===== src/rtl/i2c_pkg.sv =====
// Shared types and constants for the I2C write-only target receiver.
//   i2c_rx_state_e : receiver FSM states
//   I2C_ADDR_W     : width of a 7-bit target address
//   I2C_BYTE_W     : width of one bus byte
//   I2C_RW_WRITE   : value of the R/W bit for a write transfer
//   SSD1306_ADDR   : default 7-bit address of the OLED controller
package i2c_pkg;

    localparam int                    I2C_ADDR_W   = 7;
    localparam int                    I2C_BYTE_W   = 8;
    localparam logic                  I2C_RW_WRITE = 1'b0;
    localparam logic [I2C_ADDR_W-1:0] SSD1306_ADDR = 7'h3C;

    typedef enum logic [2:0] {
        IDLE,
        ADDR,
        ADDR_ACK,
        DATA,
        DATA_ACK,
        DATA_NACK,
        IGNORE
    } i2c_rx_state_e;

endpackage


===== src/rtl/i2c_line_filter.sv =====
// Input conditioning for one raw bus line (SCL or SDA).
// Two-flop synchroniser, then a debouncer: the filtered level only takes a
// new value after the synchronised input has held it for FILT_LEN
// consecutive clk cycles. rise/fall are one-cycle pulses registered in the
// same cycle as the filtered level changes.
//   clk     in  system clock
//   rst_n   in  asynchronous active-low reset (all levels reset to 1)
//   line_in in  raw asynchronous line
//   level   out filtered line level
//   rise    out one-cycle pulse on filtered 0->1
//   fall    out one-cycle pulse on filtered 1->0
module i2c_line_filter #(
    parameter int FILT_LEN = 4
) (
    input  logic clk,
    input  logic rst_n,
    input  logic line_in,
    output logic level,
    output logic rise,
    output logic fall
);

    localparam int              CNT_W    = (FILT_LEN > 1) ? $clog2(FILT_LEN) : 1;
    localparam logic [CNT_W-1:0] CNT_LOAD = CNT_W'(FILT_LEN - 1);

    logic             sync1_q, sync1_d;
    logic             sync2_q, sync2_d;
    logic             level_q, level_d;
    logic             rise_q, rise_d;
    logic             fall_q, fall_d;
    logic [CNT_W-1:0] cnt_q, cnt_d;

    // cnt is a down-counter of the remaining cycles the new level must hold;
    // any cycle where the input agrees with the filtered level reloads it.
    always_comb begin
        sync1_d = line_in;
        sync2_d = sync1_q;
        level_d = level_q;
        cnt_d   = CNT_LOAD;
        rise_d  = 1'b0;
        fall_d  = 1'b0;
        if (sync2_q != level_q) begin
            if (cnt_q == '0) begin
                level_d = sync2_q;
                rise_d  = sync2_q;
                fall_d  = ~sync2_q;
            end else begin
                cnt_d = cnt_q - CNT_W'(1);
            end
        end
    end

    always_ff @(posedge clk or negedge rst_n) begin
        if (!rst_n) begin
            sync1_q <= 1'b1;
            sync2_q <= 1'b1;
            level_q <= 1'b1;
            rise_q  <= 1'b0;
            fall_q  <= 1'b0;
            cnt_q   <= CNT_LOAD;
        end else begin
            sync1_q <= sync1_d;
            sync2_q <= sync2_d;
            level_q <= level_d;
            rise_q  <= rise_d;
            fall_q  <= fall_d;
            cnt_q   <= cnt_d;
        end
    end

    assign level = level_q;
    assign rise  = rise_q;
    assign fall  = fall_q;

endmodule


===== src/rtl/i2c_target_rx.sv =====
// Write-only I2C target receiver / bus monitor for the SSD1306 link.
// Filters SCL/SDA, decodes START/STOP, matches TARGET_ADDR on writes,
// ACKs the address and each accepted byte, and hands bytes to a sink.
//   clk      in  system clock
//   rst_n    in  asynchronous active-low reset
//   scl_in   in  raw SCL
//   sda_in   in  raw SDA
//   sda_oe   out 1 = pull SDA low
//   rx_data  out last accepted data byte
//   rx_valid out one-cycle pulse, rx_data newly valid
//   rx_first out with rx_valid: first data byte after the address
//   rx_ready in  sink can take a byte (sampled when a byte completes)
//   busy     out addressed transfer in progress
//   overrun  out sticky, a byte was dropped because rx_ready was 0
//
// state     | meaning
// ----------+-------------------------------------------------------------
// IDLE      | waiting for START
// ADDR      | shifting address + R/W bit
// ADDR_ACK  | driving address ACK (sda_oe marks which SCL fall is next)
// DATA      | shifting a data byte
// DATA_ACK  | driving data ACK, then back to DATA
// DATA_NACK | byte dropped, SDA released through 9th clock
// IGNORE    | not addressed; wait for START/STOP
module i2c_target_rx
    import i2c_pkg::*;
#(
    parameter logic [I2C_ADDR_W-1:0] TARGET_ADDR = SSD1306_ADDR,
    parameter int                    FILT_LEN    = 4
) (
    input  logic                  clk,
    input  logic                  rst_n,
    input  logic                  scl_in,
    input  logic                  sda_in,
    output logic                  sda_oe,
    output logic [I2C_BYTE_W-1:0] rx_data,
    output logic                  rx_valid,
    output logic                  rx_first,
    input  logic                  rx_ready,
    output logic                  busy,
    output logic                  overrun
);

    logic scl_lvl, scl_rise, scl_fall;
    logic sda_lvl, sda_rise, sda_fall;

    i2c_line_filter #(.FILT_LEN(FILT_LEN)) u_scl_filt (
        .clk     (clk),
        .rst_n   (rst_n),
        .line_in (scl_in),
        .level   (scl_lvl),
        .rise    (scl_rise),
        .fall    (scl_fall)
    );

    i2c_line_filter #(.FILT_LEN(FILT_LEN)) u_sda_filt (
        .clk     (clk),
        .rst_n   (rst_n),
        .line_in (sda_in),
        .level   (sda_lvl),
        .rise    (sda_rise),
        .fall    (sda_fall)
    );

    logic start_det, stop_det;
    assign start_det = sda_fall & scl_lvl;
    assign stop_det  = sda_rise & scl_lvl;

    i2c_rx_state_e           state_q, state_d;
    logic [2:0]              bit_cnt_q, bit_cnt_d;
    // Only 7 bits need storing: the 8th bit is taken straight off the line.
    logic [I2C_BYTE_W-2:0]   shift_q, shift_d;
    logic                    sda_oe_q, sda_oe_d;
    logic [I2C_BYTE_W-1:0]   rx_data_q, rx_data_d;
    logic                    rx_valid_q, rx_valid_d;
    logic                    rx_first_q, rx_first_d;
    logic                    busy_q, busy_d;
    logic                    overrun_q, overrun_d;
    logic                    first_q, first_d;
    logic                    nack_phase_q, nack_phase_d;

    logic [I2C_BYTE_W-1:0]   byte_next;
    logic                    last_bit;

    assign byte_next = {shift_q, sda_lvl};
    assign last_bit  = (bit_cnt_q == 3'd7);

    always_comb begin
        state_d      = state_q;
        bit_cnt_d    = bit_cnt_q;
        shift_d      = shift_q;
        sda_oe_d     = sda_oe_q;
        rx_data_d    = rx_data_q;
        rx_valid_d   = 1'b0;
        rx_first_d   = 1'b0;
        busy_d       = busy_q;
        overrun_d    = overrun_q;
        first_d      = first_q;
        nack_phase_d = nack_phase_q;

        if (start_det) begin
            state_d      = ADDR;
            bit_cnt_d    = 3'd0;
            shift_d      = '0;
            overrun_d    = 1'b0;
            busy_d       = 1'b0;
            sda_oe_d     = 1'b0;
            nack_phase_d = 1'b0;
        end else if (stop_det) begin
            state_d      = IDLE;
            sda_oe_d     = 1'b0;
            busy_d       = 1'b0;
            nack_phase_d = 1'b0;
        end else begin
            case (state_q)
                IDLE: begin
                end
                ADDR: begin
                    if (scl_rise) begin
                        shift_d   = byte_next[I2C_BYTE_W-2:0];
                        bit_cnt_d = bit_cnt_q + 3'd1;
                        if (last_bit) begin
                            if (byte_next[I2C_BYTE_W-1:1] == TARGET_ADDR &&
                                byte_next[0] == I2C_RW_WRITE) begin
                                state_d = ADDR_ACK;
                            end else begin
                                state_d = IGNORE;
                            end
                        end
                    end
                end
                ADDR_ACK, DATA_ACK: begin
                    // First SCL fall ends bit 8 and starts driving the ACK;
                    // the next fall ends the ACK clock.
                    if (scl_fall) begin
                        if (!sda_oe_q) begin
                            sda_oe_d = 1'b1;
                        end else begin
                            sda_oe_d = 1'b0;
                            state_d  = DATA;
                            if (state_q == ADDR_ACK) begin
                                busy_d  = 1'b1;
                                first_d = 1'b1;
                            end
                        end
                    end
                end
                DATA: begin
                    if (scl_rise) begin
                        shift_d   = byte_next[I2C_BYTE_W-2:0];
                        bit_cnt_d = bit_cnt_q + 3'd1;
                        if (last_bit) begin
                            if (rx_ready) begin
                                rx_data_d  = byte_next;
                                rx_valid_d = 1'b1;
                                rx_first_d = first_q;
                                first_d    = 1'b0;
                                state_d    = DATA_ACK;
                            end else begin
                                overrun_d = 1'b1;
                                state_d   = DATA_NACK;
                            end
                        end
                    end
                end
                DATA_NACK: begin
                    if (scl_fall) begin
                        if (!nack_phase_q) begin
                            nack_phase_d = 1'b1;
                        end else begin
                            nack_phase_d = 1'b0;
                            state_d      = IGNORE;
                        end
                    end
                end
                IGNORE: begin
                    sda_oe_d = 1'b0;
                end
                default: begin
                    state_d  = IDLE;
                    sda_oe_d = 1'b0;
                end
            endcase
        end
    end

    always_ff @(posedge clk or negedge rst_n) begin
        if (!rst_n) begin
            state_q      <= IDLE;
            bit_cnt_q    <= 3'd0;
            shift_q      <= '0;
            sda_oe_q     <= 1'b0;
            rx_data_q    <= '0;
            rx_valid_q   <= 1'b0;
            rx_first_q   <= 1'b0;
            busy_q       <= 1'b0;
            overrun_q    <= 1'b0;
            first_q      <= 1'b0;
            nack_phase_q <= 1'b0;
        end else begin
            state_q      <= state_d;
            bit_cnt_q    <= bit_cnt_d;
            shift_q      <= shift_d;
            sda_oe_q     <= sda_oe_d;
            rx_data_q    <= rx_data_d;
            rx_valid_q   <= rx_valid_d;
            rx_first_q   <= rx_first_d;
            busy_q       <= busy_d;
            overrun_q    <= overrun_d;
            first_q      <= first_d;
            nack_phase_q <= nack_phase_d;
        end
    end

    assign sda_oe   = sda_oe_q;
    assign rx_data  = rx_data_q;
    assign rx_valid = rx_valid_q;
    assign rx_first = rx_first_q;
    assign busy     = busy_q;
    assign overrun  = overrun_q;

endmodule


===== config.mk =====
export PLATFORM = sky130hd
export DESIGN_NAME = i2c_target_rx
export DESIGN_NICKNAME = d
export VERILOG_FILES = /design/src/rtl/i2c_pkg.sv /design/src/rtl/i2c_line_filter.sv /design/src/rtl/i2c_target_rx.sv
export SDC_FILE = /design/constraint.sdc
export NUM_CORES = 1
export LEC_CHECK = 0
export BUFFER_PORTS_ARGS = -buffer_cell sky130_fd_sc_hd__buf_2
export CORE_ASPECT_RATIO = 1.5
export CORE_MARGIN = 1.5
export CORE_UTILIZATION = 50
export CTS_CLUSTER_SIZE = 12
export DETAILED_ROUTE_END_ITERATION = 16
export HOLD_SLACK_MARGIN = 0.06
export PLACE_DENSITY = 0.69
export SYNTH_ARGS = -nofsm -noshare
export SYNTH_HDL_FRONTEND = slang
export SYNTH_HIERARCHICAL = 1
export SYNTH_SLANG_ARGS = --single-unit

===== constraint.sdc =====
create_clock -name clk -period 2.1 [get_ports clk]
set_input_delay 0.21 -clock clk [delete_from_list [all_inputs] [get_ports clk]]
set_output_delay 0.21 -clock clk [all_outputs]
set_load 0.005 [all_outputs]

# Word level (Yosys, flattened, before mapping)
# Cells that the tools add are included.
[totals] reg_bits=42 latch_bits=0 ram_bits=0 rom_bits=0 inputBits=5 output_inout_bits=13 wordCells=160 mem_count=0
[classes] n_addsub=3 mul=0 div=0 magnitude_cmp=0 n_eq_ne=28 shift=0 n_mux=71 n_bitwise=7 reduce_logical=28
[ops] op="1-bit two-way mux" n=45
[ops] op="3-bit two-way mux" n=15
[ops] op="7-bit two-way mux" n=4
[ops] op="9-bit AND reduction" n=2
[ops] op="4-bit by 3-bit != test with 1-bit output, second input constant" n=4
[ops] op="4-bit != test, second input constant" n=4
[ops] op="3-bit case mux with 5 select lines" n=1
[ops] op="3-bit nonzero test" n=5
[ops] op="3-bit == test, second input constant" n=4
[ops] op="2-bit != test, second input constant" n=5
[ops] op="2-bit nonzero test" n=5
[ops] op="2-bit two-way mux" n=4
[ops] op="2-bit AND reduction" n=4
[ops] op="7-bit by 6-bit == test with 1-bit output, second input constant" n=1
[ops] op="3-bit by 2-bit == test with 1-bit output, second input constant" n=2
[ops] op="2-bit by 1-bit != test with 1-bit output, second input constant" n=3
[ops] op="3-bit by 1-bit != test with 1-bit output, second input constant" n=2
[ops] op="6-bit AND reduction" n=1
[ops] op="2-bit OR reduction" n=3
[ops] op="1-bit NOT" n=5
[ops] op="5-bit AND reduction" n=1
[ops] op="2-bit zero test" n=2
[ops] op="1-bit case mux with 2 select lines" n=2
[ops] op="4-bit AND reduction" n=1
[ops] op="other kinds (9)" n=12

# Logic depth before layout (Yosys ltp)
[logic_depth] depth_word=8 ltp_mapped=7 mapped_depth_nobuf=7

# Modules after synthesis
# The synthesis kept the hierarchy.
[modules_own_cells] module="i2c_target_rx" instances=1 cells_each=120 area_per_inst_um2=1317.5 seq_area_each_um2=700.7
[modules_own_cells] module="i2c_line_filter" instances=2 cells_each=18 area_per_inst_um2=245.2 seq_area_each_um2=181.4

# Worst setup path after synthesis
# No wires, ideal clock.
[synth_path] path_type="reg2reg" from="reg bit_cnt_q[0]" to="reg rx_data_q[0], in the netlist rx_data[0]" setup_time_ns=0.125 arrival_ns=1.498 required_ns=1.975 setup_slack_ns=0.478 path_stages_with_launch=7 n_path_buf=1 path_cell_list="dfrtp_1 -> ha_1 -> ha_1 -> nand4_1 -> nor3_1 -> buf_2 -> mux2_2"
[synth_via] elab_chain_len=2
[synth_lines] element="start: declaration" line="i2c_target_rx.sv:70" rtl="logic [2:0] bit_cnt_q, bit_cnt_d;"
[synth_lines] element="start signal: assignment" line="i2c_target_rx.sv:202" rtl="bit_cnt_q <= bit_cnt_d;"
[synth_lines] element="3-bit == test" line="i2c_target_rx.sv:86" rtl="assign last_bit = (bit_cnt_q == 3'd7);"
[synth_lines] element="6-bit AND reduction (no source line)"
[synth_lines] element="end signal: assignment" line="i2c_target_rx.sv:205" rtl="rx_data_q <= rx_data_d;"
[synth_lines] element="end: declaration" line="i2c_target_rx.sv:74" rtl="logic [I2C_BYTE_W-1:0] rx_data_q, rx_data_d;"
# Every way passes these cells.
# A chain may end at the register's enable or synchronous reset.

# Final worst setup path
[layout_path] from="reg bit_cnt_q[0]" to="reg state_q[1]"
[layout_via] elab_chain_len=3 elab_cells_between_ends=4 cone_classes="3 x eq/ne; 1 x reduce/logical"
[layout_lines] element="3-bit == test *" line="i2c_target_rx.sv:86"
[layout_lines] element="4-bit != test (no source line)"
[layout_lines] element="9-bit AND reduction (no source line) *"
[layout_lines] element="end signal: assignment" line="i2c_target_rx.sv:201" rtl="state_q <= state_d;"
[layout_lines] element="end: declaration" line="i2c_target_rx.sv:69" rtl="i2c_rx_state_e state_q, state_d;"
# Every way passes the cells marked *; elsewhere a longest branch is shown, timed or not.

==> out/summary.txt <==
Final HPWL from detailed placement: 2240 µm
Layout cells sized above 1: 0.263
Synth Area per Inst: 11.6 µm²
Power Density: 826 nW/µm²
Max Freq: 0.572 GHz
Fin. max-slew vios: 0
Area of the die: 3990 µm²
CTS sink cnt: 42
DRC violations left: 0
Logic gate share of total power: 0.104
Worst-path clk slew: 80 ps
Worst setup margin: 352 ps
Kind of critical path: flop to flop
Max-slew headroom: 0.410
Top-area cell type share of the netlist area: 0.443
Routed wire length: 3100 µm
Post-synth net total: 166
Reg power frac: 0.583
Slew @ Worst Pin: 885 ps
Worst Hold Class: primary input to asynchronous set/reset pin
Die Span X: 52.1 µm
Initial Util: 0.524
YS warnings: 6
Antenna Nets Post-Route: 0
Syn Std Cell Area: 1810 µm²
DRT Pass-1 Iters: 4
Clk root buf: clkbuf_8
Final period utilization: 0.832
TNS Setup: 0 ps
Leakage: 1.02 nW
Latest clock arrival within the worst-skew pair: 290 ps
Number of synthesized flops with an enable pin: 0
Area leader, netlist: dfrtp_1
Vias in the first global route: 1,203
Synth Register Bits: 42
Die Height: 76.6 µm
Min cycle time layout: 1750 ps
Synth top cells by count: dfrtp_1, nor2_1, dfstp_2
Post-CTS setup buffer count: 0
Area delta synth->final: 12.7%
Clock Power Share: 0.313
Worst setup EP type: flop
Distinct cells, synth: 36
Post-synthesis sequential area ratio: 0.588
Iteration-0 DRC count of the detailed router: 16
Skew final: 3.63 ps
Worst Path Arrival: 1970 ps
Via count: 1,205
Max Cap Viol: 0
# rows: 26
# IOs: 18
Gr ovfl total: 0
TritonCTS Buffers: 5
CTS Buffer Depth: 2
First-pass GRT wire length: 5330 µm
Pin count of the biggest net entering global routing: 43
Area contributors post-synth: dfrtp_1, dfstp_2, mux2i_1, mux2_2, nor2_1
Total Power Consumption: 1.68 mW
Placed cell area: 1920 µm²
Hold Vio Cnt, Final: 0
Filler instances: 317
Nets: 188
Startpoint Class: flop
Vias per Instance: 5.45
Tot GR Track Use: 0.179
Status: finished, final reports clean
Synth Flop Type: dfrtp_1
Sw Pwr: 0.432 mW
CP max FO: 5
Antenna cells: 0
Required time worst endpoint: 2320 ps
Setup violations, final: 0
Maximum vdd drop: 696 µV
Internal: 1.25 mW
Core box area: 3450 µm²
Routability cong.: 0.788
Port bufs: 17
H-tree levels: 2
Post-CTS sizing: 0
Final instance area: 2040 µm²
RSZ-0062 raised after global routing: no
CTS tree: built
Async set or reset register ratio after synthesis: 1.00
Antenna violations before repair: 0
Worst hold margin: 33.8 ps
Cell with the most instances after synthesis: dfrtp_1
Sw Share: 0.257
Place WS: 368 ps
Mapped Cells: 156
Routed len/inst: 14.0 µm
power by group through the flow:
stage | Sequential, mW | Combinational (mW) | Clock, mW
after floorplan | 0.972 | 0.133 | 0
after global placement | 0.991 | 0.158 | 0
after detailed placement | 0.998 | 0.173 | 0
after CTS | 0.982 | 0.178 | 0.552
after global routing | 0.993 | 0.205 | 0.593
final | 0.982 | 0.175 | 0.526
metal layers:
metal,share of wire,global-route usage,up-vias
met5,0,0,-
met4,0.023,0.0816,0
met3,0.043,0.0549,9
met2,0.53,0.297,32
met1,0.40,0.204,590
li1,-,-,574
cells in the final DEF, fill, tap and decap left out, drive strengths merged:
| cell type | synthesis | final |
|---|---|---|
| a21oi | 4 | 4 |
| a311o | 1 | 1 |
| a31o | 1 | 1 |
| a31oi | 2 | 2 |
| and2 | 2 | 2 |
| and3 | 1 | 1 |
| and4b | 1 | 1 |
| buf | 5 | 19 |
| clkbuf | 1 | 6 |
| clkinv | 0 | 1 |
| clkinvlp | 0 | 1 |
| dfrtp | 32 | 32 |
| dfstp | 10 | 10 |
| dlygate4sd3 | 0 | 2 |
| ha | 5 | 5 |
| inv | 8 | 8 |
| mux2 | 8 | 8 |
| mux2i | 9 | 9 |
| nand2 | 9 | 9 |
| nand2b | 1 | 1 |
| nand3 | 3 | 3 |
| nand3b | 2 | 2 |
| nand4 | 2 | 2 |
| nand4b | 1 | 1 |
| nor2 | 24 | 24 |
| nor2b | 1 | 1 |
| nor3 | 2 | 2 |
| nor3b | 5 | 5 |
| nor4b | 1 | 1 |
| o21a | 1 | 1 |
| o21ai | 5 | 5 |
| o21bai | 1 | 1 |
| o22ai | 1 | 1 |
| or3 | 1 | 1 |
| xnor2 | 2 | 2 |
| xor2 | 4 | 4 |
state kept, by name, summed over array words and instances, names as in the netlist, 2 cells and up:
register	cells
rx_data	8
shift_q	7
bit_cnt_q	3
state_q	3
u_scl_filt/cnt_q	2
u_sda_filt/cnt_q	2
kinds of logic (layout without fill, tap and decap cells):
logic type | Yosys count | count (layout) | synth area share
buf+inv | 14 | 37 | 0.0374
compound gates | 16 | 16 | 0.0540
xor+xnor | 6 | 6 | 0.0291
fa+ha+maj | 5 | 5 | 0.0346
simple gates | 56 | 56 | 0.157
mux | 17 | 17 | 0.0997
flops | 42 | 42 | 0.588
layout make-up:
cell class | instances | area, µm² | share of cell area
Multi-Input combinational cell | 100 | 677 | 0.332
Clock buffer | 6 | 82.6 | 0.0405
Tap cell | 42 | 52.6 | 0.0258
Sequential cell | 42 | 1060 | 0.522
Inverter | 8 | 30.0 | 0.0147
Timing Repair Buffer | 21 | 120 | 0.0589
Clock inverter | 2 | 12.5 | 0.00614
timing repair:
item                                   4_1_cts  5_1_grt
endpoints found under the hold margin        2        0
setup endpoints to repair                    0        0
hold buffers                                 2        0
critical path, cell delays in order (launching register included):
cell and delay (ps):
dfrtp_1 370, ha_1 180, ha_1 180, nor2_1 50, a31oi_1 240, nand3_2 150, or3_1 370, a21oi_1 150
path summary, 6_finish.rpt:
check / cells past startpoint / from / to / slack (ps)
hold reg to reg: 0 / u_sda_filt/sync1_q / u_sda_filt/sync2_q / 360
max in group asynchronous: 1 / rst_n / shift_q[2] / 1510
setup / recovery: 7 / bit_cnt_q[0] / state_q[1] / 350
min in group clk: 4 / rx_ready / overrun / 320
hold / removal: 1 / rst_n / first_q / 30
setup reg to reg: 7 / bit_cnt_q[0] / state_q[1] / 350
through the flow:
stage                      util  instances
after floorplan               -        156
after global placement    0.558        211
after detailed placement  0.558        211
after CTS                 0.591        221
after global routing      0.591        221
final                     0.591        221
No activity file was read; power rests on OpenSTA's default activity.
